$ cat config.mk
export PLATFORM = sky130hd
export DESIGN_NAME = screen_sched
export DESIGN_NICKNAME = d
export VERILOG_FILES = /design/src/rtl/screen_pkg.sv /design/src/rtl/screen_slot.sv /design/src/rtl/screen_sched.sv
export SDC_FILE = /design/constraint.sdc
export NUM_CORES = 1
export LEC_CHECK = 0
export ABC_CLOCK_PERIOD_IN_PS = 2900
export BUFFER_PORTS_ARGS = -buffer_cell sky130_fd_sc_hd__buf_2
export CAP_MARGIN = 30
export CORE_MARGIN = 2
export CORE_UTILIZATION = 40
export DETAILED_ROUTE_END_ITERATION = 8
export GPL_TIMING_DRIVEN = 0
export PLACE_DENSITY = 0.68
export SKIP_LAST_GASP = 1
export SLEW_MARGIN = 20
export SYNTH_ARGS = -nofsm -noshare
export SYNTH_HDL_FRONTEND = slang
export SYNTH_SLANG_ARGS = --single-unit
$ cat constraint.sdc
create_clock -name clk -period 2.9 [get_ports clk]
set_input_delay 0.29 -clock clk [delete_from_list [all_inputs] [get_ports clk]]
set_output_delay 0.29 -clock clk [all_outputs]
set_load 0.05 [all_outputs]
$ cat src/rtl/screen_pkg.sv
`default_nettype none
// ============================================================================
// Module      : screen_pkg
// Description : Shared types and constants for the screen time-share block.
// Revision    : 1.0 - initial release
// ============================================================================
package screen_pkg;

    // Width of the words posted by each source and shown on the display
    localparam int DATA_W = 16;

    // Default timing: 1 s dwell and 0.1 s blank at 12 MHz
    localparam int DEFAULT_DWELL = 12_000_000;
    localparam int DEFAULT_BLANK = 1_200_000;

    // Source indices as they appear on disp_src
    localparam logic SRC_A = 1'b0;
    localparam logic SRC_B = 1'b1;

    // Display rotation states
    typedef enum logic [1:0] {
        ST_IDLE   = 2'd0,
        ST_SHOW_A = 2'd1,
        ST_SHOW_B = 2'd2,
        ST_BLANK  = 2'd3
    } state_e;

endpackage
`default_nettype wire

$ cat src/rtl/screen_slot.sv
`default_nettype none
// ============================================================================
// Module      : screen_slot
// Description : One-entry posting slot for a display source. Holds the last
//               accepted word, remembers that a word was ever posted, and
//               back-pressures until the word has been loaded to the display.
// Revision    : 1.0 - initial release
// ============================================================================
module screen_slot
    import screen_pkg::*;
(
    input  logic              clk,
    input  logic              rst,
    input  logic              i_valid,
    input  logic [DATA_W-1:0] i_data,
    input  logic              i_load,
    output logic              o_ready,
    output logic [DATA_W-1:0] o_shadow,
    output logic              o_have
);

    logic [DATA_W-1:0] r_shadow;
    logic              r_have;
    logic              r_pending;
    logic              w_accept;

    // Ready only while no word is waiting to be shown, and never during reset
    assign o_ready  = ~r_pending & ~rst;
    assign w_accept = i_valid & o_ready;

    // Capture accepted words; an accept on the same edge as a load wins
    always_ff @(posedge clk) begin
        if (rst) begin
            r_shadow  <= '0;
            r_have    <= 1'b0;
            r_pending <= 1'b0;
        end else if (w_accept) begin
            r_shadow  <= i_data;
            r_have    <= 1'b1;
            r_pending <= 1'b1;
        end else if (i_load) begin
            r_pending <= 1'b0;
        end
    end

    assign o_shadow = r_shadow;
    assign o_have   = r_have;

endmodule
`default_nettype wire

$ cat src/rtl/screen_sched.sv
`default_nettype none
// ============================================================================
// Module      : screen_sched
// Description : Time-shares the hex display between the CPU output port
//               (source A) and the debug monitor (source B) using a
//               dwell/blank rotation. Every accepted word is shown for at
//               least one full dwell.
// Revision    : 1.0 - initial release
// ============================================================================
module screen_sched
    import screen_pkg::*;
#(
    parameter int DWELL = DEFAULT_DWELL,
    parameter int BLANK = DEFAULT_BLANK
) (
    input  logic              clk,
    input  logic              rst,
    input  logic              a_valid,
    input  logic [DATA_W-1:0] a_data,
    output logic              a_ready,
    input  logic              b_valid,
    input  logic [DATA_W-1:0] b_data,
    output logic              b_ready,
    input  logic              hold,
    output logic [DATA_W-1:0] disp_data,
    output logic              disp_src,
    output logic              disp_blank
);

    // Counter widths; a single-cycle blank still needs one bit of storage
    localparam int c_DW = (DWELL > 1) ? $clog2(DWELL) : 1;
    localparam int c_BW = (BLANK > 1) ? $clog2(BLANK) : 1;
    localparam logic [c_DW-1:0] c_DWELL_LAST = c_DW'(DWELL - 1);
    localparam logic [c_BW-1:0] c_BLANK_LAST = c_BW'(BLANK - 1);

    localparam logic [1:0] c_ST_IDLE   = ST_IDLE;
    localparam logic [1:0] c_ST_SHOW_A = ST_SHOW_A;
    localparam logic [1:0] c_ST_SHOW_B = ST_SHOW_B;
    localparam logic [1:0] c_ST_BLANK  = ST_BLANK;

    logic [1:0]        r_state;
    logic [c_DW-1:0]   r_dwell_cnt;
    logic [c_BW-1:0]   r_blank_cnt;
    logic [DATA_W-1:0] r_disp_data;
    logic              r_disp_src;
    logic              r_disp_blank;

    logic [DATA_W-1:0] w_shadow_a;
    logic [DATA_W-1:0] w_shadow_b;
    logic              w_have_a;
    logic              w_have_b;
    logic              w_load_a;
    logic              w_load_b;
    logic              w_to_blank;
    logic              w_dwell_done;
    logic              w_blank_done;

    screen_slot u_slot_a (
        .clk      (clk),
        .rst      (rst),
        .i_valid  (a_valid),
        .i_data   (a_data),
        .i_load   (w_load_a),
        .o_ready  (a_ready),
        .o_shadow (w_shadow_a),
        .o_have   (w_have_a)
    );

    screen_slot u_slot_b (
        .clk      (clk),
        .rst      (rst),
        .i_valid  (b_valid),
        .i_data   (b_data),
        .i_load   (w_load_b),
        .o_ready  (b_ready),
        .o_shadow (w_shadow_b),
        .o_have   (w_have_b)
    );

    assign w_dwell_done = (r_dwell_cnt == c_DWELL_LAST) & ~hold;
    assign w_blank_done = (r_blank_cnt == c_BLANK_LAST);

    // Decide which source (if any) gets loaded this edge, or whether to blank
    always_comb begin
        w_load_a   = 1'b0;
        w_load_b   = 1'b0;
        w_to_blank = 1'b0;
        case (r_state)
            c_ST_IDLE: begin
                if (w_have_a)      w_load_a = 1'b1;
                else if (w_have_b) w_load_b = 1'b1;
            end
            c_ST_SHOW_A: begin
                if (w_dwell_done) begin
                    if (w_have_b) w_to_blank = 1'b1;
                    else          w_load_a   = 1'b1;
                end
            end
            c_ST_SHOW_B: begin
                if (w_dwell_done) begin
                    if (w_have_a) w_to_blank = 1'b1;
                    else          w_load_b   = 1'b1;
                end
            end
            default: begin
                if (w_blank_done) begin
                    if (r_disp_src == SRC_A) w_load_b = 1'b1;
                    else                     w_load_a = 1'b1;
                end
            end
        endcase
    end

    // State, counters and registered display outputs
    always_ff @(posedge clk) begin
        if (rst) begin
            r_state      <= c_ST_IDLE;
            r_dwell_cnt  <= '0;
            r_blank_cnt  <= '0;
            r_disp_data  <= '0;
            r_disp_src   <= SRC_A;
            r_disp_blank <= 1'b1;
        end else if (w_load_a) begin
            r_state      <= c_ST_SHOW_A;
            r_dwell_cnt  <= '0;
            r_blank_cnt  <= '0;
            r_disp_data  <= w_shadow_a;
            r_disp_src   <= SRC_A;
            r_disp_blank <= 1'b0;
        end else if (w_load_b) begin
            r_state      <= c_ST_SHOW_B;
            r_dwell_cnt  <= '0;
            r_blank_cnt  <= '0;
            r_disp_data  <= w_shadow_b;
            r_disp_src   <= SRC_B;
            r_disp_blank <= 1'b0;
        end else if (w_to_blank) begin
            r_state      <= c_ST_BLANK;
            r_dwell_cnt  <= '0;
            r_blank_cnt  <= '0;
            r_disp_data  <= '0;
            r_disp_blank <= 1'b1;
        end else begin
            case (r_state)
                c_ST_SHOW_A, c_ST_SHOW_B: begin
                    if (!hold) r_dwell_cnt <= r_dwell_cnt + 1'b1;
                end
                c_ST_BLANK: begin
                    r_blank_cnt <= r_blank_cnt + 1'b1;
                end
                default: begin
                    r_dwell_cnt <= '0;
                    r_blank_cnt <= '0;
                end
            endcase
        end
    end

    assign disp_data  = r_disp_data;
    assign disp_src   = r_disp_src;
    assign disp_blank = r_disp_blank;

endmodule
`default_nettype wire
After elaboration in Yosys (flattened, before gate mapping):

Cells that the tools add are included.

* bits in registers: 101
* input bits: 37
* output and inout port bits: 20
* logic and storage cells: 72

* $add $sub $neg: 2
* eq/ne operators: 6
* mux-type cells: 32
* bitwise gates (word level): 10
* reductions and logical operators: 9

Operators by type and width (count)
* $mux 16: 3
* $pmux 24 s2: 1
* $pmux 21 s2: 1
* $add 24x1->24 const B: 1
* $eq 24x24->1 const B: 1
* $mux 24: 1
* $add 21x1->21 const B: 1
* $eq 21x21->1 const B: 1
* $mux 1: 21
* $pmux 1 s3: 2
* $reduce_bool 2->1: 3
* $and 1x1->1: 5
* $not 1->1: 5
* $eq 2x2->1 const B: 2
* $mux 2: 2
* $reduce_or 2->1: 2
* $reduce_or 4->1: 1
* $reduce_bool 3->1: 1
* $eq 2x1->1 const B: 1
* $logic_not 2->1: 1
* $ne 2x2->1 const B: 1
* $pmux 1 s2: 1
* $reduce_and 2->1: 1

Logic depth before layout (Yosys ltp):

Gate-level depths: netlist of the first run.

* depth in word-level cells: 7
* gate-level depth with buffers: 10
* gate-level depth less buffers: 8

By module:

Synthesis of the first run repeated with hierarchy kept, for this count alone.

* cells, all modules: 539
* area total of the unflattened synthesis: 5167.5 um^2

By module, submodules not included
* screen_sched: times used 1, cells an instance 379, area an instance 3483.3 um^2
* screen_slot: times used 2, cells an instance 80, area an instance 842.1 um^2

Worst setup path after synthesis of the first run:

No wires, ideal clock.

* kind: reg2reg
* start point: register r_disp_src, in the netlist disp_src
* end point: register r_dwell_cnt[12]
* library setup time: 78 ps
* data arrival time: 2304 ps
* required time: 2822 ps
* path slack: 518 ps
* cell stages (with the launch flop): 9
* path buffers: 2
* cells stage by stage: dfxtp_1 -> nor4_1 -> and3_1 -> a21oi_2 -> o21ai_1 -> or4_1 -> buf_2 -> buf_2 -> nor3_1

* cells in the longest elaborated chain, start to end: 4
* elaborated cells between the ends (all ways): 7
* those cells by class: 6 x mux; 1 x reduce/logical

RTL lines
* start: declaration: line screen_sched.sv:45 `logic r_disp_src;`
* start signal: assignment: line screen_sched.sv:121 `r_disp_src <= SRC_A;`
* start signal: assignment: line screen_sched.sv:128 `r_disp_src <= SRC_A;`
* start signal: assignment: line screen_sched.sv:135 `r_disp_src <= SRC_B;`
* $mux 1: line screen_sched.sv:107 `if (r_disp_src == SRC_A) w_load_b = 1'b1;`
* $mux 1: line screen_sched.sv:106 `if (w_blank_done) begin`
* $pmux 1 s3: line screen_sched.sv:88 `case (r_state)`
* $reduce_or 4->1 (no line) *
* end signal: assignment: line screen_sched.sv:146 `if (!hold) r_dwell_cnt <= r_dwell_cnt + 1'b1;`
* end: declaration: line screen_sched.sv:42 `logic [c_DW-1:0] r_dwell_cnt;`

Every way passes the cells marked *; elsewhere a longest branch is shown, timed or not.
A chain may end at the register's enable or synchronous reset.

Worst setup path in the final report of the first run:

* start point: register r_blank_cnt[15]
* end point: register r_dwell_cnt[14]

* cells in the longest elaborated chain, start to end: 4
* elaborated cells between the ends (all ways): 6
* those cells by class: 1 x eq/ne; 4 x mux; 1 x reduce/logical

RTL lines
* start: declaration: line screen_sched.sv:43 `logic [c_BW-1:0] r_blank_cnt;`
* start signal: assignment: line screen_sched.sv:149 `r_blank_cnt <= r_blank_cnt + 1'b1;`
* $eq 21x21->1 *: line screen_sched.sv:81 `assign w_blank_done = (r_blank_cnt == c_BLANK_LAST);`
* $mux 1: line screen_sched.sv:106
* $pmux 1 s3: line screen_sched.sv:88
* $reduce_or 4->1 (no line) *

Marks and branches as above.

==> results of run 1 <==
-- sequential cells by signal (all words and copies together) (netlist names) --
signal / count
r_dwell_cnt: 24
r_blank_cnt: 21
disp_data: 16
u_slot_a.o_shadow: 16
u_slot_b.o_shadow: 16
r_state: 2
disp_blank: 1
disp_src: 1
u_slot_a.o_have: 1
u_slot_a.r_pending: 1
u_slot_b.o_have: 1
u_slot_b.r_pending: 1
-- cell type report --
type                       instances  area share [%]
sequential                       101           39.37
timing repair buffer              56           5.457
multi-input combinational        391           44.34
tap                              140           3.410
buffer                            36           3.532
inverter                           6          0.4385
clock inverter                     4          0.4385
clock buffer                      12           3.021
-- through the flow --
step	instance area, µm²	std cells	power [W]
final	5136	746	0.002943
after global placement	4957	731	0.002126
after detailed placement	4957	731	0.002139
after CTS	5135	747	0.002960
after floorplan	4502	535	0.001969
after global routing	5136	746	0.003076
-- where the power goes --
part           switching [W]  internal [W]
Combinational       0.000420      0.000163
Clock               0.000477      0.000355
Sequential         0.0000563       0.00147
-- cell usage after synthesis, types with 6 or more instances --
master    number
dfxtp_1      101
nand2_1       91
nor3_1        49
o21ai_0       46
clkbuf_1      24
nor2_1        22
xnor2_1       22
nand4_1       20
xor2_1        19
nand3_1       16
a31oi_1       13
o41ai_1       13
a21oi_1       10
and3_1        10
buf_2          6
ha_1           6
inv_1          6
-- cells by family (layout without fill, tap and decap cells) --
logic type / count (synthesis) / in the layout
adders and majority gates: 6 / 6
xor gates and xnor gates: 41 / 41
muxes: 2 / 2
DFF: 101 / 101
buffers and inverters: 43 / 114
and+or+nand+nor: 242 / 242
AOI/OAI and AO/OA: 100 / 100
-- worst max-delay path, cell delays in order, from the launching register on --
cell and delay [ns]:
dfxtp_1 0.36, nor4b_1 0.43, nand3_1 0.12, nor4_1 0.44, a21o_1 0.39, or4_1 0.16
buf_2 0.20, buf_2 0.25, nor3_1 0.08
-- per-layer routing --
layer	vias up	track usage (%)	part of all wire, %
li1	2023	-	-
met1	1957	23.99	46
met2	91	31.07	48
met3	26	3.821	3.9
met4	0	6.962	2.1
met5	-	0	0
-- worst max-delay path by stage --
stage                                from  slack (ns)               to
after floorplan                  disp_src        0.52  r_dwell_cnt[12]
after global placement    r_blank_cnt[15]        0.16  r_dwell_cnt[12]
after detailed placement       r_state[1]        0.21  r_dwell_cnt[14]
after CTS                      r_state[1]        0.19  r_dwell_cnt[14]
after global routing      r_dwell_cnt[13]        0.09     disp_data[9]
final                     r_blank_cnt[15]        0.32  r_dwell_cnt[14]
==> flow_summary.toml, run 1 <==
[status]
status = "complete, no violations"

[timing]
tns_ns = 0
rsz0062_at_grt = "false"
final_hold_viol_count = 0
worstMarginPinSlew_ns = 0.6048
holdWs_ns = 0.1025
fin_crit_sh_pct = 88.91
finalClockSkew_ns = 0.008626
slew_headroom_pct = 59.68
min_period_ns = 2.578
setup_violations = 0
fin_ws_ns = 0.3216
clock.fmax_mhz = 387.8
slew_violations = 0

[setup_path]
worst_setup_path_end_kind = "flip-flop"
worstPathRequired_ns = 3.15
r2r_setup_slack_ns = 0.32
crit_path_start_kind = "flip-flop"
rr_endpoint = "r_dwell_cnt[14]"
r2r_cells = 8
r2r_start = "r_blank_cnt[15]"
criticalPathCategory = "flip-flop to flip-flop"
worst-path-max-fanout = 11
cp.arrival_ns = 2.83

[layout]
drive_gt1_share_pct = 15.68
fin_nets = 644
regArea_um2 = 2022
multi_input_area_um2 = 2277
area_delta_synth_final_pct = 14.09
final_util_pct = 47.17
layout_common_cells = "dfxtp_1, nand2_1, buf_2"
antenna_cells = 0
fillers = 1083
layout_commonest_cell = "dfxtp_1"

[min_path]
hp-class = "input port to flip-flop"
hold_path.startpoint = "b_data[13]"
whs_path_depth = 3
hold_path_end = "u_slot_b.o_shadow[13]"

[routing]
drtAntennaViolNets = 0
routed_via_density = 5.492
num_vias = 4097
totalWireLength_mm = 10.56
drt-pass1-iter-count = 4
drcViolationCount = 0
drtIter0Drc = 228
wl_per_cell_um = 14.16

[power_and_ir_drop]
p_leak_nw = 1.834
p_per_area_nw_per_um2 = 573.0
ir_drop_v = 0.0004850

[cts]
cts_htree_levels = 3
cts_buffer_depth = 2
cts.sinks = 101
postCtsSetupRepairBufs = 0
postCtsHoldBufs = 0
numCtsBuffers = 9
cts_tree = "built"
cts-root-buf = "clkbuf_8"
clkTransAtPathRegs_ns = 0.09
cts_resized = 0
clkLatencyLatePin_ns = 0.38

[synthesis]
ys_warn_count = 0
syn_area_um2 = 4502
syn-num-nets = 578
synth.avg_cell_area_um2 = 8.415
async_reset_ff_share_pct = 0
synthSimpleGateAreaFrac_pct = 26.65
synth_mux_area_share_pct = 0.4447
synth_compound_area_share_pct = 13.76
synth-xor-area-share_pct = 7.977
ys.flop_type = "dfxtp_1"
synth-seq-area-share_pct = 44.91
netlist.area_leader.share_pct = 44.91
ys_top_cells_by_area = "dfxtp_1, nand2_1, nor3_1"
yosysTopAreaCell = "dfxtp_1"
synthAdderAreaFrac_pct = 1.668
synth_edf_count = 0
synth_cell_type_count = 47
synth_top_family_by_area = "simple AND/OR/NAND/NOR gates"
ys_seq_elements = 101
syn_inst = 535

[die]
io_pins = 57
die_h_um = 110.1
core_region_area_um2 = 10890
die_area_um2 = 12120
rows = 38
initial_core_util_pct = 41.35
die_x_um = 110.1

[global_routing]
grt_max_degree = 16
antenna_found_initial = 0
grt_usage_pct = 18.73
overflow = 0
grt_pass1_vias = 3862
grt_first_pass_wirelength_mm = 17.86

[placed_design]
place_congestion = 0.8082
hpwl_mm = 7.738
port_buffers = 56
dp_slack_ns = 0.2137

[job]
drv_cap = 0
No activity file was read; power rests on OpenSTA's default activity.
==> run 2, diff against run 1 <==
RECOVER_POWER = 25   (was unset)
==> flow_summary.toml, run 2 (synthesis gave the netlist of run 1 again) <==
[global_routing]
grt_pass1_vias = 3862
grt_first_pass_wirelength_mm = 17.86
grt_usage_pct = 18.73
use_met3_pct = 3.821
overflow = 0
use_met2_pct = 31.07
use_met1_pct = 23.99
grt_max_degree = 16
grt-busiest-layer = "met2"
antenna_found_initial = 0

[setup_path]
path_buf_inv = 2
cp.arrival_ns = 2.83
critPathTopFamily = "simple AND/OR/NAND/NOR gates"
worst-path-max-fanout = 11
max_stage_delay_ns = 0.44
worst_setup_path_end_kind = "flip-flop"
slowest_stage = "nor4b_1"
worstPathRequired_ns = 3.15
crit_path_start_kind = "flip-flop"
criticalPathCategory = "flip-flop to flip-flop"
cp_cell_sequence = "nor4b_1 > nand3_1 > nor4_1 > a21o_1 > or4_1 > buf_2 > buf_2 > nor3_1"
critical_path_depth = 8
crit_top_cell = "buf_2"
r2r_cells = 8

[layout]
largest_register_ff_count = 24
drive_gt1_share_pct = 12.38
area_delta_synth_final_pct = 13.54
fin_nets = 644
layout.cells.non_filler = 746
antenna_cells = 0
fillers = 1097
regMostFlops = "r_dwell_cnt"
regArea_um2 = 2022
layout_commonest_cell = "dfxtp_1"
layout_common_cells = "dfxtp_1, nand2_1, nor3_1"
multi_input_area_um2 = 2277
reg_top3 = "r_dwell_cnt: 24 flops, r_blank_cnt: 21 flops"

[min_path]
hp-class = "input port to flip-flop"
whs_path_depth = 3

[timing]
final_hold_viol_count = 0
slew_headroom_pct = 56.45
tns_ns = 0
slew_violations = 0
finalClockSkew_ns = 0.009995
worstMarginPinSlew_ns = 0.6561
setup_violations = 0
clock.fmax_mhz = 388.8
rsz0062_at_grt = "false"
min_period_ns = 2.572
fin_crit_sh_pct = 88.69

[cts]
numCtsBuffers = 9
cts_htree_levels = 3
postCtsHoldBufs = 0
cts_buffer_depth = 2
clkLatencyLatePin_ns = 0.38
cts_tree = "built"
cts.sinks = 101
cts-root-buf = "clkbuf_8"
clkTransAtPathRegs_ns = 0.09

[die]
die_x_um = 110.1
core_region_area_um2 = 10890
io_pins = 57
die_area_um2 = 12120
rows = 38
initial_core_util_pct = 41.35
die_h_um = 110.1

[placed_design]
place_congestion = 0.8082
place_inst = 731
port_buffers = 56
hpwl_mm = 7.738

[routing]
wl_per_cell_um = 14.01
num_vias = 4035
drt-pass1-iter-count = 7
drcViolationCount = 0
routed_via_density = 5.409
drtAntennaViolNets = 0
totalWireLength_mm = 10.45
drtIter0Drc = 224

[job]
drv_cap = 0

[status]
status = "complete, no violations"

[power_and_ir_drop]
ir_drop_v = 0.0004742
p_leak_nw = 1.757
design_power_total_w = 0.002928
p_per_area_nw_per_um2 = 572.8
-- run 2: changes by cell type in the layout (fill, tap and decap cells not counted) --
cell and delta:
buf_2 -20, and2_0 +2, and2_1 -2, clkbuf_1 +20
-- run 2: metrics by stage --
step                utilization (%)  hold slack [ns]  instance area, µm²  setup WS (ns)
global placement              45.53           0.4442                4957         0.1582
detailed placement            45.53           0.4529                4957         0.2137
finish                        46.94           0.1013                5111         0.3279
CTS                           47.16          0.09048                5135         0.1869
global route                  46.94           0.1117                5111        0.08757
floorplan                         -           0.3986                4502         0.5182
-- run 2: power breakdown --
group | internal [W] | switching [W]
Clock | 0.000355 | 0.000475
Sequential | 0.00147 | 0.0000569
Combinational | 0.000151 | 0.000418
-- run 2: repair_timing --
item | CTS | global route
resized for setup | 0 | 3
endpoints found under the setup margin | 0 | 21
setup buffers | 0 | 0
-- run 2: worst reg2reg max path, stage by stage, from the launching register on --
cell	delay, ns
dfxtp_1	0.37
nor4b_1	0.44
nand3_1	0.12
nor4_1	0.44
a21o_1	0.39
or4_1	0.16
buf_2	0.20
buf_2	0.25
nor3_1	0.08
-- run 2: final timing paths --
check                       start                   end  slack (ns)
max               r_blank_cnt[15]       r_dwell_cnt[14]        0.33
max reg2reg       r_blank_cnt[15]       r_dwell_cnt[14]        0.33
min                     b_data[6]  u_slot_b.o_shadow[6]        0.10
min reg2reg  u_slot_b.o_shadow[6]  u_slot_b.o_shadow[6]        0.46
-- run 2: per-layer routing --
| layer | vias up | routed length, µm |
|---|---|---|
| met3 | 15 | 456 |
| met1 | 1923 | 4790 |
| met4 | 0 | 171 |
| met2 | 73 | 5036 |
| li1 | 2024 | - |
| met5 | - | 0 |
-- run 2: final cells by class --
cell class	count	area share, %
inverters	6	0.4406
clock inverters	4	0.4406
repair buffers	56	4.994
plain buffers	36	3.550
clock buffers	12	3.036
flip-flops and latches	101	39.56
well taps	140	3.427
multi-input cells	391	44.55
==> run 3, diff against run 2 <==
CELL_PAD_IN_SITES_DETAIL_PLACEMENT = 2   (was unset)
CELL_PAD_IN_SITES_GLOBAL_PLACEMENT = 2   (was unset)
CORE_MARGIN = unset   (was 2)
CORE_UTILIZATION = 34   (was 40)
PLACE_DENSITY = unset   (was 0.68)
PLACE_DENSITY_LB_ADDON = 0.15   (was unset)
==> flow_summary.toml, run 3 (synthesis gave the netlist of run 1 again) <==
[cts]
cts.sinks = 101
cts-root-buf = "clkbuf_16"
numCtsBuffers = 9
postCtsHoldBufs = 0
clkLatencyLatePin_ns = 0.36
cts_htree_levels = 3
cts_buffer_depth = 2
cts_tree = "built"
clkTransAtPathRegs_ns = 0.07

[setup_path]
cp.arrival_ns = 2.86
worstPathRequired_ns = 3.12
crit_path_start_kind = "flip-flop"
worst_setup_path_end_kind = "flip-flop"
cp_cell_sequence = "or4b_1 > nor4_2 > nand4_2 > o21ai_2 > or4_1 > buf_2 > buf_2 > nor3_1"
crit_top_cell = "buf_2"
max_stage_delay_ns = 0.54
worst-path-max-fanout = 10
slowest_stage = "or4b_1"
criticalPathCategory = "flip-flop to flip-flop"

[status]
status = "complete, no violations"

[die]
die_x_um = 117.1
core_region_area_um2 = 12770
die_h_um = 117.1
die_area_um2 = 13700
initial_core_util_pct = 35.24
io_pins = 57
rows = 41

[timing]
finalClockSkew_ns = 0.008527
slew_headroom_pct = 59.56
clock.fmax_mhz = 379.3
worstMarginPinSlew_ns = 0.6092
setup_violations = 0
final_hold_viol_count = 0
rsz0062_at_grt = "false"
min_period_ns = 2.636
fin_crit_sh_pct = 90.90
slew_violations = 0

[routing]
drcViolationCount = 0
drtAntennaViolNets = 0
drt-pass1-iter-count = 4
wl_per_cell_um = 17.41
totalWireLength_mm = 13.55
routed_via_density = 5.296
drtIter0Drc = 136
num_vias = 4120

[placed_design]
hpwl_mm = 10.14
place_congestion = 0.7921
place_inst = 763
place_area_um2 = 4997
port_buffers = 56

[job]
drv_cap = 0

[layout]
fin_nets = 644
fin_area_um2 = 5298
fillers = 1467
layout.cells.non_filler = 778
drive_gt1_share_pct = 12.71
antenna_cells = 0
area_delta_synth_final_pct = 17.68
layout_common_cells = "dfxtp_1, nand2_1, nor3_1"
final_util_pct = 41.47
largest_register_ff_count = 24
regMostFlops = "r_dwell_cnt"
layout_commonest_cell = "dfxtp_1"
reg_top3 = "r_dwell_cnt: 24 flops, r_blank_cnt: 21 flops"

[power_and_ir_drop]
p_per_area_nw_per_um2 = 646.4
ir_drop_v = 0.0003546
p_leak_nw = 1.821

[global_routing]
antenna_found_initial = 0
grt_max_degree = 17
grt_usage_pct = 21.52
grt_first_pass_wirelength_mm = 22.19
overflow = 0
grt_pass1_vias = 4422

[min_path]
hp-class = "input port to flip-flop"
## run 3: changes by cell type in the layout (fill, tap and decap cells not counted), sizes merged
cell | previous run | this run
bufinv | 0 | 2
clkbuf | 55 | 53
clkinv | 3 | 4
clkinvlp | 1 | 0
## run 3: area by class of cell
| type | instances | area [µm²] | share of cell area [%] |
|---|---|---|---|
| repair buffers | 56 | 255.2 | 4.818 |
| well taps | 172 | 215.2 | 4.062 |
| flip-flops and latches | 101 | 2022 | 38.17 |
| multi-input cells | 391 | 2285 | 43.13 |
| clock buffers | 10 | 229.0 | 4.322 |
| inverters | 6 | 22.52 | 0.4251 |
| clock inverters | 6 | 87.58 | 1.653 |
| plain buffers | 36 | 181.4 | 3.425 |
## run 3: worst paths after layout
path / slack, ns / end / from / depth (start not counted)
worst max register to register: 0.26 / r_dwell_cnt[15] / r_dwell_cnt[13] / 8
worst min-delay path: 0.13 / u_slot_a.o_shadow[5] / a_data[5] / 3
worst max-delay path: 0.26 / r_dwell_cnt[15] / r_dwell_cnt[13] / 8
worst min register to register: 0.46 / u_slot_a.o_shadow[8] / u_slot_a.o_shadow[8] / 2
## run 3: stage by stage
stage               power [W]  setup WS, ns  setup TNS, ns  hold slack [ns]
global placement     0.002148      0.008456              0           0.4453
CTS                  0.003487       0.05155              0           0.1150
finish               0.003425        0.2638              0           0.1256
detailed placement   0.002170       -0.1532         -3.466           0.4525
global route         0.003580       0.06277              0           0.1294
floorplan            0.001969        0.5182              0           0.3986
## run 3: metal layers
layer / part of all wire (%) / wire length, µm / track usage (%) / vias to the layer above
li1: - / - / - / 2031
met1: 43 / 5830 / 23.69 / 2031
met2: 53 / 7203 / 40.95 / 49
met3: 2.9 / 398 / 5.716 / 9
met4: 0.86 / 116 / 4.979 / 0
met5: 0 / 0 / 0 / -
## run 3: power by group
group / switching [W] / internal [W]
clock: 0.000548 / 0.000757
combinational: 0.000437 / 0.000152
sequential: 0.0000595 / 0.00147
total: 0.00104 / 0.00238
## run 3: worst max-delay path: cells and delay by family, from the launching register on
family / cells / cell delay (ns)
AOI/OAI and AO/OA: 1 / 0.39
buffers and inverters: 2 / 0.49
and+or+nand+nor: 5 / 1.26
DFF: 1 / 0.35
## run 3: repair_timing
action,CTS,global route
setup endpoints to repair,50,40
resized for setup,1,4
buffers inserted,0,0
pin swaps,0,0
